**config.mk**
```make
export PLATFORM = sky130hd
export DESIGN_NAME = exec_sequencer
export DESIGN_NICKNAME = d
export VERILOG_FILES = /design/src/rtl/cpu_ctrl_pkg.sv /design/src/rtl/edge_detect.sv /design/src/rtl/exec_sequencer.sv
export SDC_FILE = /design/constraint.sdc
export NUM_CORES = 1
export LEC_CHECK = 0
export ABC_AREA = 1
export CAP_MARGIN = 30
export CORE_UTILIZATION = 52
export DETAILED_ROUTE_END_ITERATION = 8
export GPL_ROUTABILITY_DRIVEN = 0
export PLACE_DENSITY = 0.78
export SLEW_MARGIN = 10
export SYNTH_ARGS = -nofsm -noshare
export SYNTH_HDL_FRONTEND = slang
export SYNTH_SLANG_ARGS = --single-unit
```
**constraint.sdc**
```tcl
create_clock -name CLK -period 1.8 [get_ports CLK]
set_input_delay 0.27 -clock CLK [delete_from_list [all_inputs] [get_ports CLK]]
set_output_delay 0.27 -clock CLK [all_outputs]
set_load 0.1 [all_outputs]
```
**src/rtl/cpu_ctrl_pkg.sv**
```systemverilog
// Shared definitions for the execution sequencer: FSM encoding and parameter limits.
package cpu_ctrl_pkg;

    typedef enum logic [1:0] {
        ST_IDLE    = 2'd0,
        ST_RUN     = 2'd1,
        ST_WAIT_IN = 2'd2,
        ST_HALT    = 2'd3
    } state_e;

    // Smallest free-run divider that still leaves room for the post-pulse settle cycle.
    localparam int unsigned RUN_DIV_MIN = 2;

endpackage

```
**src/rtl/edge_detect.sv**
```systemverilog
// Rising-edge detector for the debounced step button.
// rise_o is combinational: it is high during the cycle in which btn_i first reads 1.
module edge_detect (
    input  logic clk_i,
    input  logic rst_i,
    input  logic btn_i,
    output logic rise_o
);

    logic btn_prev_q;

    // Previous button level
    always_ff @(posedge clk_i or posedge rst_i) begin
        if (rst_i) begin
            btn_prev_q <= 1'b0;
        end else begin
            btn_prev_q <= btn_i;
        end
    end

    assign rise_o = btn_i & ~btn_prev_q;

endmodule

```
**src/rtl/exec_sequencer.sv**
```systemverilog
// Execution controller: turns button presses / free-run ticks into one-cycle
// cpu_en pulses, stalls on IN until the user confirms, and freezes on HLT.
module exec_sequencer
    import cpu_ctrl_pkg::*;
#(
    parameter int unsigned RUN_DIV = 4,
    parameter int unsigned CNT_W   = 16
) (
    input  logic             CLK,
    input  logic             Reset,
    input  logic             step_btn,
    input  logic             run_mode,
    input  logic             hlt,
    input  logic             in_req,
    output logic             cpu_en,
    output logic             in_ack,
    output logic             waiting_in,
    output logic             halted,
    output logic [CNT_W-1:0] instr_count
);

    localparam int unsigned DIV_W = (RUN_DIV > 1) ? $clog2(RUN_DIV) : 1;
    localparam logic [DIV_W-1:0] DIV_LAST = DIV_W'(RUN_DIV - 1);

    if (RUN_DIV < RUN_DIV_MIN) begin : g_run_div_check
        $error("exec_sequencer: RUN_DIV must be at least %0d", RUN_DIV_MIN);
    end

    state_e             state_q, state_d;
    logic [DIV_W-1:0]   div_q, div_d;
    logic               pend_q, pend_d;
    logic               settle_q;
    logic               cpu_en_q, cpu_en_d;
    logic               in_ack_q, in_ack_d;
    logic               waiting_in_q, waiting_in_d;
    logic               halted_q, halted_d;
    logic [CNT_W-1:0]   count_q, count_d;
    logic               btn_rise;

    edge_detect u_edge_detect (
        .clk_i  (CLK),
        .rst_i  (Reset),
        .btn_i  (step_btn),
        .rise_o (btn_rise)
    );

    // Next state, divider, pending press and registered-output next values
    always_comb begin
        state_d  = state_q;
        div_d    = div_q;
        // A press landing in the cycle that consumes pend is dropped (pend is one-deep)
        pend_d   = pend_q | btn_rise;
        cpu_en_d = 1'b0;
        in_ack_d = 1'b0;

        unique case (state_q)
            ST_IDLE: begin
                div_d = '0;
                if (!settle_q) begin
                    if (hlt) begin
                        state_d = ST_HALT;
                    end else if (pend_q) begin
                        pend_d = 1'b0;
                        if (run_mode) begin
                            state_d = ST_RUN;
                        end else if (in_req) begin
                            state_d = ST_WAIT_IN;
                        end else begin
                            cpu_en_d = 1'b1;
                        end
                    end
                end
            end

            ST_RUN: begin
                pend_d = 1'b0;
                if (!run_mode) begin
                    state_d = ST_IDLE;
                    div_d   = '0;
                end else if (div_q == DIV_LAST) begin
                    div_d = '0;
                    if (!settle_q) begin
                        if (hlt) begin
                            state_d = ST_HALT;
                        end else if (in_req) begin
                            state_d = ST_WAIT_IN;
                        end else begin
                            cpu_en_d = 1'b1;
                        end
                    end
                end else begin
                    div_d = div_q + DIV_W'(1);
                end
            end

            ST_WAIT_IN: begin
                div_d = '0;
                if (!settle_q && pend_q) begin
                    pend_d   = 1'b0;
                    cpu_en_d = 1'b1;
                    in_ack_d = 1'b1;
                    state_d  = run_mode ? ST_RUN : ST_IDLE;
                end
            end

            ST_HALT: begin
                div_d  = '0;
                pend_d = 1'b0;
            end

            default: begin
                state_d = ST_IDLE;
                div_d   = '0;
            end
        endcase

        waiting_in_d = (state_d == ST_WAIT_IN);
        halted_d     = (state_d == ST_HALT);
        count_d      = (cpu_en_q && (count_q != {CNT_W{1'b1}})) ? count_q + CNT_W'(1) : count_q;
    end

    // State, divider and registered outputs
    always_ff @(posedge CLK or posedge Reset) begin
        if (Reset) begin
            state_q      <= ST_IDLE;
            div_q        <= '0;
            pend_q       <= 1'b0;
            settle_q     <= 1'b0;
            cpu_en_q     <= 1'b0;
            in_ack_q     <= 1'b0;
            waiting_in_q <= 1'b0;
            halted_q     <= 1'b0;
            count_q      <= '0;
        end else begin
            state_q      <= state_d;
            div_q        <= div_d;
            pend_q       <= pend_d;
            settle_q     <= cpu_en_q;
            cpu_en_q     <= cpu_en_d;
            in_ack_q     <= in_ack_d;
            waiting_in_q <= waiting_in_d;
            halted_q     <= halted_d;
            count_q      <= count_d;
        end
    end

    assign cpu_en      = cpu_en_q;
    assign in_ack      = in_ack_q;
    assign waiting_in  = waiting_in_q;
    assign halted      = halted_q;
    assign instr_count = count_q;

endmodule

```
Word level (Yosys, flattened, before mapping). Index checks and enable logic that the tools add are counted.

Flip-flop bits (word level): 27. Bits in read-only memories: 0. Latch bits: 0. Bits in writable memories: 0. Memories kept: 0.

Multipliers: 0. Divide/modulo/power cells: 0. Shift-type cells: 0. Eq/ne operators: 7. Add/subtract/negate cells: 2. Bitwise operators: 3. $lt $le $gt $ge: 0. Reductions and logical operators: 6. Muxes and demuxes: 32.

Operators by type and width (count): 2-bit 2-to-1 mux (12); 16-bit by 1-bit adder with 16-bit output (second input constant) (1); 1-bit 2-to-1 mux (16); 16-bit != test (second input constant) (1); 2-bit == test (second input constant) (5); 1-bit one-hot mux with 3 select lines (2); 2-bit one-hot mux with 3 select lines (1); 2-bit one-hot mux with 2 select lines (1); 3-bit OR reduction (1); 2-bit by 1-bit adder with 2-bit output (second input constant) (1); 2-bit by 1-bit == test with 1-bit output (second input constant) (1); 1-bit logical AND (2); 2-bit zero test (1); 2-bit OR reduction (1); 1-bit AND (1); 1-bit zero test (1); 1-bit inverter (1); 1-bit OR (1).

Depth between registers and ports, before layout.
Depth after elaboration: 7. Gate-level depth with buffers: 9.

Modules after synthesis. Synthesis repeated with hierarchy kept, for this count alone.

Cell total of the unflattened synthesis: 205. Area total of the unflattened synthesis: 1570.3 µm².

By module, submodules not included: exec_sequencer (instances 1, cells an instance 201, area an instance 1531.5 µm²); edge_detect (instances 1, cells an instance 4, area an instance 38.8 µm²).

Worst setup path before layout. No wires, ideal clock.

Path kind: register to register. Start point: register count_q[0], in the netlist instr_count[0]. End point: register count_q[13], in the netlist instr_count[13]. Data arrival time: 2.094 ns. Path slack: -0.415 ns. Cell stages (with the launch flop): 10. Library setup time: 0.120 ns. Cells stage by stage: dfrtp_1 > ha_1 > inv_2 > nor2_4 > nand2_4 > nor2_4 > nor2_4 > buf_6 > nand2_1 > nand2_1.

Cells in the longest elaborated chain, start to end: 2. Elaborated cells between the ends (all ways): 3. Those cells by class: 1 x add/sub; 1 x eq/ne; 1 x reduce/logical.

RTL lines: start: declaration (line exec_sequencer.sv:37) `logic [CNT_W-1:0] count_q, count_d;`; start signal: assignment (line exec_sequencer.sv:143) `count_q <= count_d;`; branches (longest 2 deep; another with 16-bit by 1-bit adder with 16-bit output).

Parallel ways; which one is timed is not known. A chain may end at the register's enable or synchronous reset.

Final worst setup path.
Start point: register count_q[0], in the netlist instr_count[0]. End point: register count_q[12], in the netlist instr_count[12].

The elaborated chain is that of the path after synthesis.

==> summary.txt <==
Status = finished with violations
Failing checks = design-rule violations
TritonCTS clock tree = built
Max Root-Sink Buffers = 2
Crit path cell chain = ha_1 -> inv_2 -> nor2_4 -> nand2_4 -> nor2_4 -> nor2_4 -> buf_4 -> nand2_1 -> o21ai_2
Synth top cells by count = nand2_1 (75), dfrtp_1 (27), nor2_1 (23), inv_1 (22), nand3_1 (11)
Cell Area, Synth = 1555 sq um
Core area = 2805 sq um
Sequential cell area = 699.4 sq um
Row count = 19
Slew @ Worst Pin = 0.3382 ns
EDFF count, synth = 0
Initial antenna violation count = 0
Post-Place Cell Area = 2046 sq um
LEAKAGE = 0.9102 nW
Syn avg cell area = 7.441 sq um
Crit path capture type = flop
WP buf/inv = 2
Fmax = 626.2 MHz
GR Overflow Total = 0
P&R area growth vs syn = 33.31%
Largest net degree at the start of global routing = 28
Vias in the first global route = 1467
Hold/Removal Path Class = primary input to asynchronous set/reset pin
Syn Nets = 217
Sequential share of the synthesized area = 0.4344
Max cap viols = 0
Max-slew violation count = 0
Root Driver = clkbuf_4
Dominant register cell in the synthesized netlist = dfrtp_1
CTS hold repair buffers = 0
Final hold vios = 0
Fillers = 221
Final Skew = 0.003500 ns
Routed via count = 1508
Latest clock arrival within the worst-skew pair = 0.31 ns
Setup Viol. Count Final = 0
Worst EP required = 2.02 ns
Max VDD drop = 0.3714 mV
Setup TNS Final = 0 ns
FFs w/ async S/R, synth = 1.000
Die Height = 56.69 um
Top sig layer = met4
Gr usage total = 0.2559
PD cells = 438.9 nW/um^2
Largest area contributor in the netlist = dfrtp_1
Startpoint Class = flop
Number of synthesized register bits = 27
Detail Placement HPWL = 2756 um
Area of the multi-input gates = 770.7 sq um
Top Ports = 26
Met2 routed WL = 1874 um
Min cycle time layout = 1.597 ns
Drt pass-1 iters = 6
Top cell family by delay on the critical path = simple AND/OR/NAND/NOR gates
Die X = 56.69 um
Critical path type = flop to flop
Design area = 2073 sq um
Arrival @ worst endpoint = 1.82 ns
Critical Path Fanout Max = 11
# nets final = 250
RSZ-0062 raised after global routing = no
Worst path max stage delay = 0.49 ns
Most common cell in the netlist = nand2_1
Metal3 WL = 219 um
Avg WL per Cell = 13.28 um
First-pass GRT wire length = 6444 um
Yosys top cell area share = 0.4344
Final Cycle Share = 0.8871
Clk slew on worst S/H paths = 0.14 ns
Port-buffer cells = 25
Initial DRC Count = 91
Post-CTS Setup Bufs = 0
Most used cell, CP = nor2_4
Relative slew margins = 0.7745
WL met1 = 1501 um
Post-DRT Antenna Nets = 0
Top cells by area, synth = dfrtp_1 (43%), nand2_1 (18%), nor2_1 (5.6%), inv_1 (5.3%), nand3_1 (3.5%)
N_diodes = 0
Vias per cell = 5.544
Initial Utilization = 0.5544
Share of layout cells above drive strength 1 = 0.2531
# DRC = 2
Yosys warnings = 0
Total number of H-tree levels = 1
Cell variety after synth = 24
Critical-path top delay cell = dfrtp_4
CTS Sinks = 27
Post-synthesis instance total = 209
Final Routed Wirelength = 3612 um
Quantity of gates resized following cts = 0
Die ar. = 3214 sq um
Cts bufs inserted = 3
## through the flow
step / instances / util / hold WS (ns) / setup WS [ns] / power [mW]
floorplan: 209 / - / 0.3014 / 0.004652 / 0.6421
global route: 272 / 0.7391 / 0.3458 / 0.09247 / 0.9480
CTS: 272 / 0.7391 / 0.3286 / 0.1983 / 0.9226
finish: 272 / 0.7391 / 0.3179 / 0.2032 / 0.9099
detailed placement: 268 / 0.7293 / 0.4335 / 0.1454 / 0.6666
global placement: 268 / 0.7293 / 0.4232 / 0.2681 / 0.6650
## area by class of cell
cell class	instances	area share
clock buffers	3	0.01086
clock inverters	1	0.002414
inverters	23	0.04164
multi-input cells	157	0.3718
flip-flops and latches	27	0.3374
well taps	31	0.01871
repair buffers	30	0.2173
## cell families (layout without fill, tap and decap cells)
kind of cell / after synthesis / after routing / share of synthesized area
AOI/OAI and AO/OA: 18 / 18 / 0.07320
and+or+nand+nor: 132 / 132 / 0.3781
xor gates and xnor gates: 5 / 5 / 0.02816
adders and majority gates: 2 / 2 / 0.01609
DFF: 27 / 27 / 0.4344
buffers and inverters: 25 / 57 / 0.06999
## worst min-delay path, delay by kind of cell
family                 cells  cell delay [ns]
buffers and inverters      3             0.79
## worst paths after layout
check	startpoint	end	slack, ns	cells after the start
min reg2reg	div_q[0]$_DFF_PP0_	div_q[0]$_DFF_PP0_	0.45	1
min	Reset	instr_count[2]$_DFFE_PP0P_	0.32	3
min in group CLK	step_btn	u_edge_detect.btn_prev_q$_DFF_PP0_	0.41	1
max	instr_count[0]$_DFFE_PP0P_	instr_count[12]$_DFFE_PP0P_	0.20	9
max reg2reg	instr_count[0]$_DFFE_PP0P_	instr_count[12]$_DFFE_PP0P_	0.20	9
max in group asynchronous	Reset	instr_count[1]$_DFFE_PP0P_	1.21	3
## state kept, by name, summed over array words and instances, names as in the netlist, named ones only
signal / count
pend_q: 1
div_q: 2
instr_count: 16
cpu_en: 1
settle_q: 1
in_ack: 1
halted: 1
waiting_in: 1
state_q: 1
u_edge_detect.btn_prev_q: 1
## power breakdown
group | switching (mW) | internal, mW
sequential | 0.00239 | 0.609
clock | 0.172 | 0.0831
combinational | 0.0261 | 0.0170
total | 0.201 | 0.709
## routing by layer
metal | vias to the layer above | track usage
met5 | - | 0
met4 | 0 | 0.06786
met3 | 2 | 0.02995
li1 | 726 | -
met2 | 55 | 0.4388
met1 | 725 | 0.3423
## layout by cell type, fill, tap and decap left out
cell / instances
nand2_1: 75
nor2_1: 23
inv_1: 22
buf_12: 17
dfrtp_2: 13
dfrtp_1: 12
nand3_1: 11
nand4_1: 8
buf_4: 8
o21ai_0: 7
o21ai_2: 5
clkdlybuf4s50_1: 5
nor2_4: 4
nand2_2: 3
nor3_1: 3
a21oi_1: 3
xnor2_1: 3
clkbuf_4: 3
or2_2: 2
xor2_1: 2
ha_1: 2
dfrtp_4: 2
inv_2: 1
nand2_4: 1
nor2_2: 1
o21a_1: 1
o21bai_1: 1
and3_1: 1
o21ai_1: 1
clkinv_2: 1
(Power assumes the default switching activity.)
